`src/rtl/if_prefetch_unit.sv`:
```
// Instruction-fetch prefetch unit: issues sequential fetches, tags in-order responses
// with their PC, and buffers them in a small circular queue ahead of decode.
module if_prefetch_unit #(
    parameter int               XLEN     = 32,
    parameter int               DEPTH    = 4,
    parameter logic [XLEN-1:0]  RESET_PC = '0
) (
    input  logic            clk,
    input  logic            reset,
    input  logic            redirect_valid,
    input  logic [XLEN-1:0] redirect_pc,
    output logic            imem_req,
    output logic [XLEN-1:0] imem_addr,
    input  logic            imem_gnt,
    input  logic            imem_rvalid,
    input  logic [31:0]     imem_rdata,
    output logic            out_valid,
    output logic [XLEN-1:0] out_pc,
    output logic [31:0]     out_instr,
    input  logic            out_ready
);
    localparam int AW = $clog2(DEPTH);
    localparam int CW = AW + 1;
    localparam logic [CW:0]     DEPTH_L = (CW+1)'(DEPTH);
    localparam logic [CW-1:0]   FULL    = CW'(DEPTH);
    localparam logic [XLEN-1:0] STEP    = XLEN'(4);

    logic [XLEN-1:0] fetch_pc_reg;
    logic [XLEN-1:0] resp_pc_reg;
    logic [CW-1:0]   inflight_reg;
    logic [CW-1:0]   stale_reg;
    logic [CW-1:0]   count_reg;
    logic [AW-1:0]   rd_ptr_reg;
    logic [AW-1:0]   wr_ptr_reg;

    logic [XLEN-1:0] pc_mem    [DEPTH];
    logic [31:0]     instr_mem [DEPTH];

    logic            grant;
    logic            resp;
    logic            push;
    logic            pop;
    logic [CW:0]     occupancy;
    logic [CW-1:0]   inflight_after_resp;

    // Every outstanding request owns a queue slot, so the queue can never overflow.
    assign occupancy           = {1'b0, inflight_reg} + {1'b0, count_reg};
    assign imem_req            = !reset && !redirect_valid && (occupancy < DEPTH_L);
    assign imem_addr           = fetch_pc_reg;
    assign grant               = imem_req && imem_gnt;
    assign resp                = imem_rvalid && (inflight_reg != '0);
    assign push                = resp && (stale_reg == '0) && !redirect_valid;
    assign out_valid           = (count_reg != '0);
    assign pop                 = out_valid && out_ready && !redirect_valid;
    assign inflight_after_resp = inflight_reg - CW'(resp);
    assign out_pc              = out_valid ? pc_mem[rd_ptr_reg] : '0;
    assign out_instr           = out_valid ? instr_mem[rd_ptr_reg] : '0;

    always_ff @(posedge clk or posedge reset) begin
        if (reset) begin
            fetch_pc_reg <= RESET_PC;
            resp_pc_reg  <= RESET_PC;
            inflight_reg <= '0;
            stale_reg    <= '0;
            count_reg    <= '0;
            rd_ptr_reg   <= '0;
            wr_ptr_reg   <= '0;
        end else if (redirect_valid) begin
            // Everything still outstanding after this cycle belongs to the old path.
            fetch_pc_reg <= redirect_pc;
            resp_pc_reg  <= redirect_pc;
            inflight_reg <= inflight_after_resp;
            stale_reg    <= inflight_after_resp;
            count_reg    <= '0;
            rd_ptr_reg   <= '0;
            wr_ptr_reg   <= '0;
        end else begin
            if (grant) begin
                fetch_pc_reg <= fetch_pc_reg + STEP;
            end
            inflight_reg <= inflight_after_resp + CW'(grant);
            if (resp && (stale_reg != '0)) begin
                stale_reg <= stale_reg - CW'(1);
            end
            if (push) begin
                wr_ptr_reg  <= wr_ptr_reg + AW'(1);
                resp_pc_reg <= resp_pc_reg + STEP;
            end
            if (pop) begin
                rd_ptr_reg <= rd_ptr_reg + AW'(1);
            end
            count_reg <= count_reg + CW'(push) - CW'(pop);
        end
    end

    always_ff @(posedge clk) begin
        if (push) begin
            pc_mem[wr_ptr_reg]    <= resp_pc_reg;
            instr_mem[wr_ptr_reg] <= imem_rdata;
        end
    end

    a_no_overflow: assert property (@(posedge clk) disable iff (reset)
        !(push && (count_reg == FULL)));

    // A response with nothing outstanding is dropped by the resp gating above.
    a_no_orphan_resp: assert property (@(posedge clk) disable iff (reset)
        !(imem_rvalid && (inflight_reg == '0)));

endmodule

```
`config.mk`:
```
export PLATFORM = sky130hd
export DESIGN_NAME = if_prefetch_unit
export DESIGN_NICKNAME = d
export VERILOG_FILES = /design/src/rtl/if_prefetch_unit.sv
export SDC_FILE = /design/constraint.sdc
export NUM_CORES = 1
export LEC_CHECK = 0
export BUFFER_PORTS_ARGS = -buffer_cell sky130_fd_sc_hd__buf_2
export CAP_MARGIN = 0
export CORE_MARGIN = 2
export CORE_UTILIZATION = 45
export DETAILED_ROUTE_END_ITERATION = 7
export REMOVE_ABC_BUFFERS = 1
export SLEW_MARGIN = 25
export SYNTH_ARGS = -nofsm -noshare
export SYNTH_HDL_FRONTEND = slang
export SYNTH_SLANG_ARGS = --single-unit
```
`constraint.sdc`:
```
create_clock -name clk -period 3.9 [get_ports clk]
set_input_delay 0.39 -clock clk [delete_from_list [all_inputs] [get_ports clk]]
set_output_delay 0.39 -clock clk [all_outputs]
set_load 0.03 [all_outputs]
```
=== Yosys cells after proc, flatten, opt, wreduce, memory -nomap -nowiden ===
Memory sizes are Yosys's and may differ from the RTL's.
Index checks and enable logic that the tools add are counted.
W data, S select, Z words.

* Register bits after elaboration: 77
* Latch bits: 0
* RAM bits: 256
* Bits in read-only memories: 0
* Input port bits: 70
* Output and inout bits: 98
* Logic and storage cells: 55
* Memories: 2

{| class="wikitable"
|+ Memory list
! name !! words !! width !! read ports !! clocked after Yosys merged registers in !! wr ports !! line !! text
|-
| instr_mem || 4 || 32 || 1 || 0 || 1 || 37 || <nowiki>logic [31:0] instr_mem [DEPTH];</nowiki>
|-
| pc_mem || 4 || 32 || 1 || 0 || 1 || 36 || <nowiki>logic [XLEN-1:0] pc_mem [DEPTH];</nowiki>
|}

* $add $sub $neg: 10
* Multipliers: 0
* Div/mod/pow operators: 0
* Order comparisons: 1
* Equal/unequal tests: 0
* Shifts and indexed selects: 0
* Mux-type cells: 16
* Bitwise logic cells: 0
* Reductions and logical operators: 19

{| class="wikitable"
|+ Operator list
! operator !! count
|-
| $mux W32 || 6
|-
| $add A32 B3 Y32 const B || 2
|-
| $mux W3 || 4
|-
| $logic_and A1 B1 Y1 || 9
|-
| $reduce_bool A3 Y1 || 3
|-
| $mux W2 || 4
|-
| $reduce_bool A2 Y1 || 4
|-
| $add A3 B1 Y3 || 2
|-
| $sub A3 B1 Y3 || 2
|-
| $add A2 B1 Y2 const B || 2
|-
| $add A3 B3 Y4 || 1
|-
| $lt A4 B3 Y1 const B || 1
|-
| $logic_not A3 Y1 || 1
|-
| $sub A3 B1 Y3 const B || 1
|-
| $logic_not A1 Y1 || 2
|-
| $mux W1 || 2
|}

=== Longest topological paths before layout ===
* Word-level depth: 7
* Depth in mapped cells: 13
* Gate-level depth less buffers: 12

=== Worst setup path after synthesis ===
No wires, ideal clock.

* Kind: input port to flip-flop
* Start: input port redirect_valid
* End: memory instr_mem[0][0], enable pin
* Library setup time: 429 ps
* Arrival: 2,662 ps
* Data required time: 3,471 ps
* Path slack: 809 ps
* Cell stages on the path: 4
* Path buffers: 2
* Cell sequence: buf_1 -> clkbuf_1 -> nor3_1 -> and2_1

* Longest elaborated chain between the ends: 4

{| class="wikitable"
|+ Ends and longest elaborated chain
! what !! line !! text
|-
| start, declared || 10 || <nowiki>input logic redirect_valid,</nowiki>
|-
| $logic_not A1 Y1 || 52 || <nowiki>assign push = resp && (stale_reg == '0) && !redirect_valid;</nowiki>
|-
| $logic_and A1 B1 Y1 || 52 ||
|-
| $mux W1 || 97 || <nowiki>if (push) begin</nowiki>
|-
| $mux W1 (not written as such) || 99 || <nowiki>instr_mem[wr_ptr_reg] <= imem_rdata;</nowiki>
|-
| end, declared || 37 ||
|}

No other way between the ends.

=== Worst setup path in the final report ===
* Start: register count_reg[1]
* End: register fetch_pc_reg[29], in the netlist imem_addr[29]

* Longest elaborated chain between the ends: 5

{| class="wikitable"
|+ Ends and longest elaborated chain
! what !! line !! text
|-
| start, declared || 32 || <nowiki>logic [CW-1:0] count_reg;</nowiki>
|-
| start signal, assigned || 92 || <nowiki>count_reg <= count_reg + CW'(push) - CW'(pop);</nowiki>
|-
| $add A3 B3 Y4 || 47 || <nowiki>assign occupancy = {1'b0, inflight_reg} + {1'b0, count_reg};</nowiki>
|-
| $lt A4 B3 Y1 || 48 || <nowiki>assign imem_req = !reset && !redirect_valid && (occupancy < DEPTH_L);</nowiki>
|-
| $logic_and A1 B1 Y1 || 48 ||
|-
| $logic_and A1 B1 Y1 || 50 || <nowiki>assign grant = imem_req && imem_gnt;</nowiki>
|-
| $reduce_bool A2 Y1 (no source line) || -- ||
|-
| end signal, assigned || 70 || <nowiki>fetch_pc_reg <= redirect_pc;</nowiki>
|-
| end signal, assigned || 79 || <nowiki>fetch_pc_reg <= fetch_pc_reg + STEP;</nowiki>
|-
| end, declared || 28 || <nowiki>logic [XLEN-1:0] fetch_pc_reg;</nowiki>
|}

No other way between the ends.
A chain may end at the register's enable or synchronous reset.

==> results.toml <==
[layout]
nFillCells = 2580
largestRegisters = "instr_mem: 128 flops, pc_mem: 128 flops"
nets = 1150
multiInputGateArea_um2 = 4170
area_growth_pct = 17.8
drive_gt1_share_pct = 29.7
final_cell_area_um2 = 16500
antenna_cells = 0
fin_util_pct = 53.9
final-seq-area_um2 = 9620

[critical_path]
crit_path_end_kind = "flip-flop"
r2r_slack_ps = 960
critPathBufInv = 1
path_class = "flip-flop to flip-flop"
cp-start-kind = "flip-flop"
cpPeakStageDelay_ps = 670
required_ps = 4290
cp.arrival_ps = 3330
path_cells = "ha_1 -> or4_4 -> or4b_4 -> inv_6 -> nand4_4 -> o311a_1 -> a211o_1"
critical_path.top_delay_family = "simple AND/OR/NAND/NOR gates"
cpMaxStageDelayCell = "or4b_4"
critPathMaxFanout = 25

[yosys]
ys_ff_latch = 333
synth_flop_cell = "edfxtp_1"
synth_top_area_cell = "edfxtp_1"
netlist_top_cells_area = "edfxtp_1 55%, dfrtp_1 14%, mux4_2 10%, and2_1 3.3%, ha_1 1.4%"
async_flop_share_pct = 23.1
yosysMostFrequentCell = "edfxtp_1"
yosys-top-cells-count = "256 x edfxtp_1, 77 x dfrtp_1, 74 x and2_1, 64 x mux4_2, 48 x nand2_1"
syn-instance-count = 880
netlist.area_leader.share_pct = 54.7
synth_seq_area_share_pct = 68.5
syn-cell-area_um2 = 14000
ys_types = 56
synth_area_per_cell_um2 = 16.0
ys_warn_count = 0
synth_enable_flop_cells = 256

[clocking]
cts_tree = "done"
cts_resized = 0
clk_path_buf_depth = 3
cts_sinks = 333
ctsHoldBuffers = 0
htreeDepth = 2
cts_buffers = 37
clkLatencyLatePin_ps = 500
cts-root-buf = "clkbuf_16"
cts_setup_buffers = 0
clk_pin_slew_ps = 60

[grt]
gr-total-overflow = 0
antenna_found_initial = 0
grt_pass1_wl_mm = 48.4
grt_max_degree = 67
grt_usage_pct = 19.2
grt_pass1_vias = 8289

[drt]
vias = 8162
via_per_inst = 5.52
drt_first_pass_iters = 5
final_antenna_net_count = 0
wl_per_cell_um = 20.8
wl_mm = 30.8
drt_iter0_markers = 513
drc = 0

[placement]
dp_hpwl_mm = 19.6
place_area_um2 = 15400
numPortBuffers = 167
gp_congestion = 0.834

[sta]
worst_pin_slew_ps = 801
fin_tns_setup_ps = 0
slew_violations = 0
max_slew_margin_pct = 46.1
finClkSkew_ps = 9.71
finalSetupViolations = 0
rsz0062_at_grt = "no"
timing.fmax_mhz = 340
timing.final.crit_share_pct = 75.5
period_minus_slack_ps = 2940
hold_viol = 0
hold_ws_ps = 20.0

[pwr]
p_seq_share_pct = 41.0
p_clk_share_pct = 31.9
netSwitchingPower_mw = 3.37
power.density_nw_per_um2 = 632
p_int_mw = 7.09
leakage_nw = 6.02
swShare_pct = 32.2
combPwrFrac_pct = 27.1
peakVddDrop_v = 0.000418
p_total_mw = 10.5

[floorplanning]
die_h_um = 181
die_width_um = 181
core_um2 = 30700
initial_core_util_pct = 45.8
fp.dieArea_um2 = 32600
num_rows = 64
io_pins = 168

[run]
drv_cap = 0

[worst_hold_path]
hold_path_class = "input port to async pin"

[status]
run_status = "finished, final reports clean"
path summary, 6_finish.rpt:
kind / start / to / cells past startpoint
max: count_reg[1] / imem_addr[29] / 7
min: reset / stale_reg[0] / 2
max reg2reg: count_reg[1] / imem_addr[29] / 7
min reg2reg: imem_addr[1] / imem_addr[1] / 2
max in group asynchronous: reset / imem_addr[16] / 3
min in group clk: imem_rdata[30] / instr_mem[0][30] / 1
cell type report:
class / count / area share, %
Multi-Input combinational cell: 482 / 25.2
Clock buffer: 46 / 5.86
Timing Repair Buffer: 184 / 6.13
Clock inverter: 13 / 1.04
Inverter: 25 / 0.613
Sequential cell: 333 / 58.2
Tap cell: 396 / 3.00
logic make-up after synthesis:
family	Yosys count	share of synthesized area, %
flops	333	68.5
simple gates	260	10.5
compound gates	96	4.38
mux	70	10.7
buf+inv	65	1.95
xor+xnor	39	2.43
fa+ha+maj	17	1.57
placed cells by master, fill, tap and decap left out, types with 5 or more instances in the layout:
cell type,n
edfxtp_1,256
and2_1,70
xor2_1,22
o311ai_0,8
nand2b_1,6
ha_1,16
dfrtp_1,75
a21oi_1,12
nand3_1,26
clkbuf_16,37
nor2_1,35
nand2_1,48
nor3_1,6
a21boi_0,6
buf_2,167
xnor2_1,17
clkbuf_1,8
inv_1,22
o21ai_0,37
and3_1,9
mux4_2,64
buf_4,13
nand4_1,24
o211ai_1,8
or4_1,5
nor4_1,5
a31oi_1,7
worst reg2reg max path, stage by stage (launching register included):
cell     delay (ps)
dfrtp_1         430
ha_1            200
or4_4           530
or4b_4          670
inv_6           240
nand4_4         140
o311a_1         340
a211o_1         260
power by group through the flow:
stage,logic (mW),clock network [mW],registers (mW)
2_1_floorplan,1.86,0,4.46
3_3_place_gp,2.88,0,4.36
3_5_place_dp,2.90,0,4.36
4_1_cts,2.90,3.41,4.29
5_1_grt,3.07,3.55,4.33
6_report,2.84,3.33,4.29
metal layers:
metal	wire length, um	global-route usage [%]	vias up
li1	-	-	3745
met1	13500	27.2	4094
met2	14600	30.6	264
met3	1770	3.09	59
met4	826	5.81	0
met5	0	0	-
through the flow:
step                cells  setup slack (ps)
floorplan             840             0.600
global placement     1420              1010
detailed placement   1420               972
CTS                  1479               920
global route         1479               833
finish               1479               957
No activity file was read; power rests on OpenSTA's default activity.
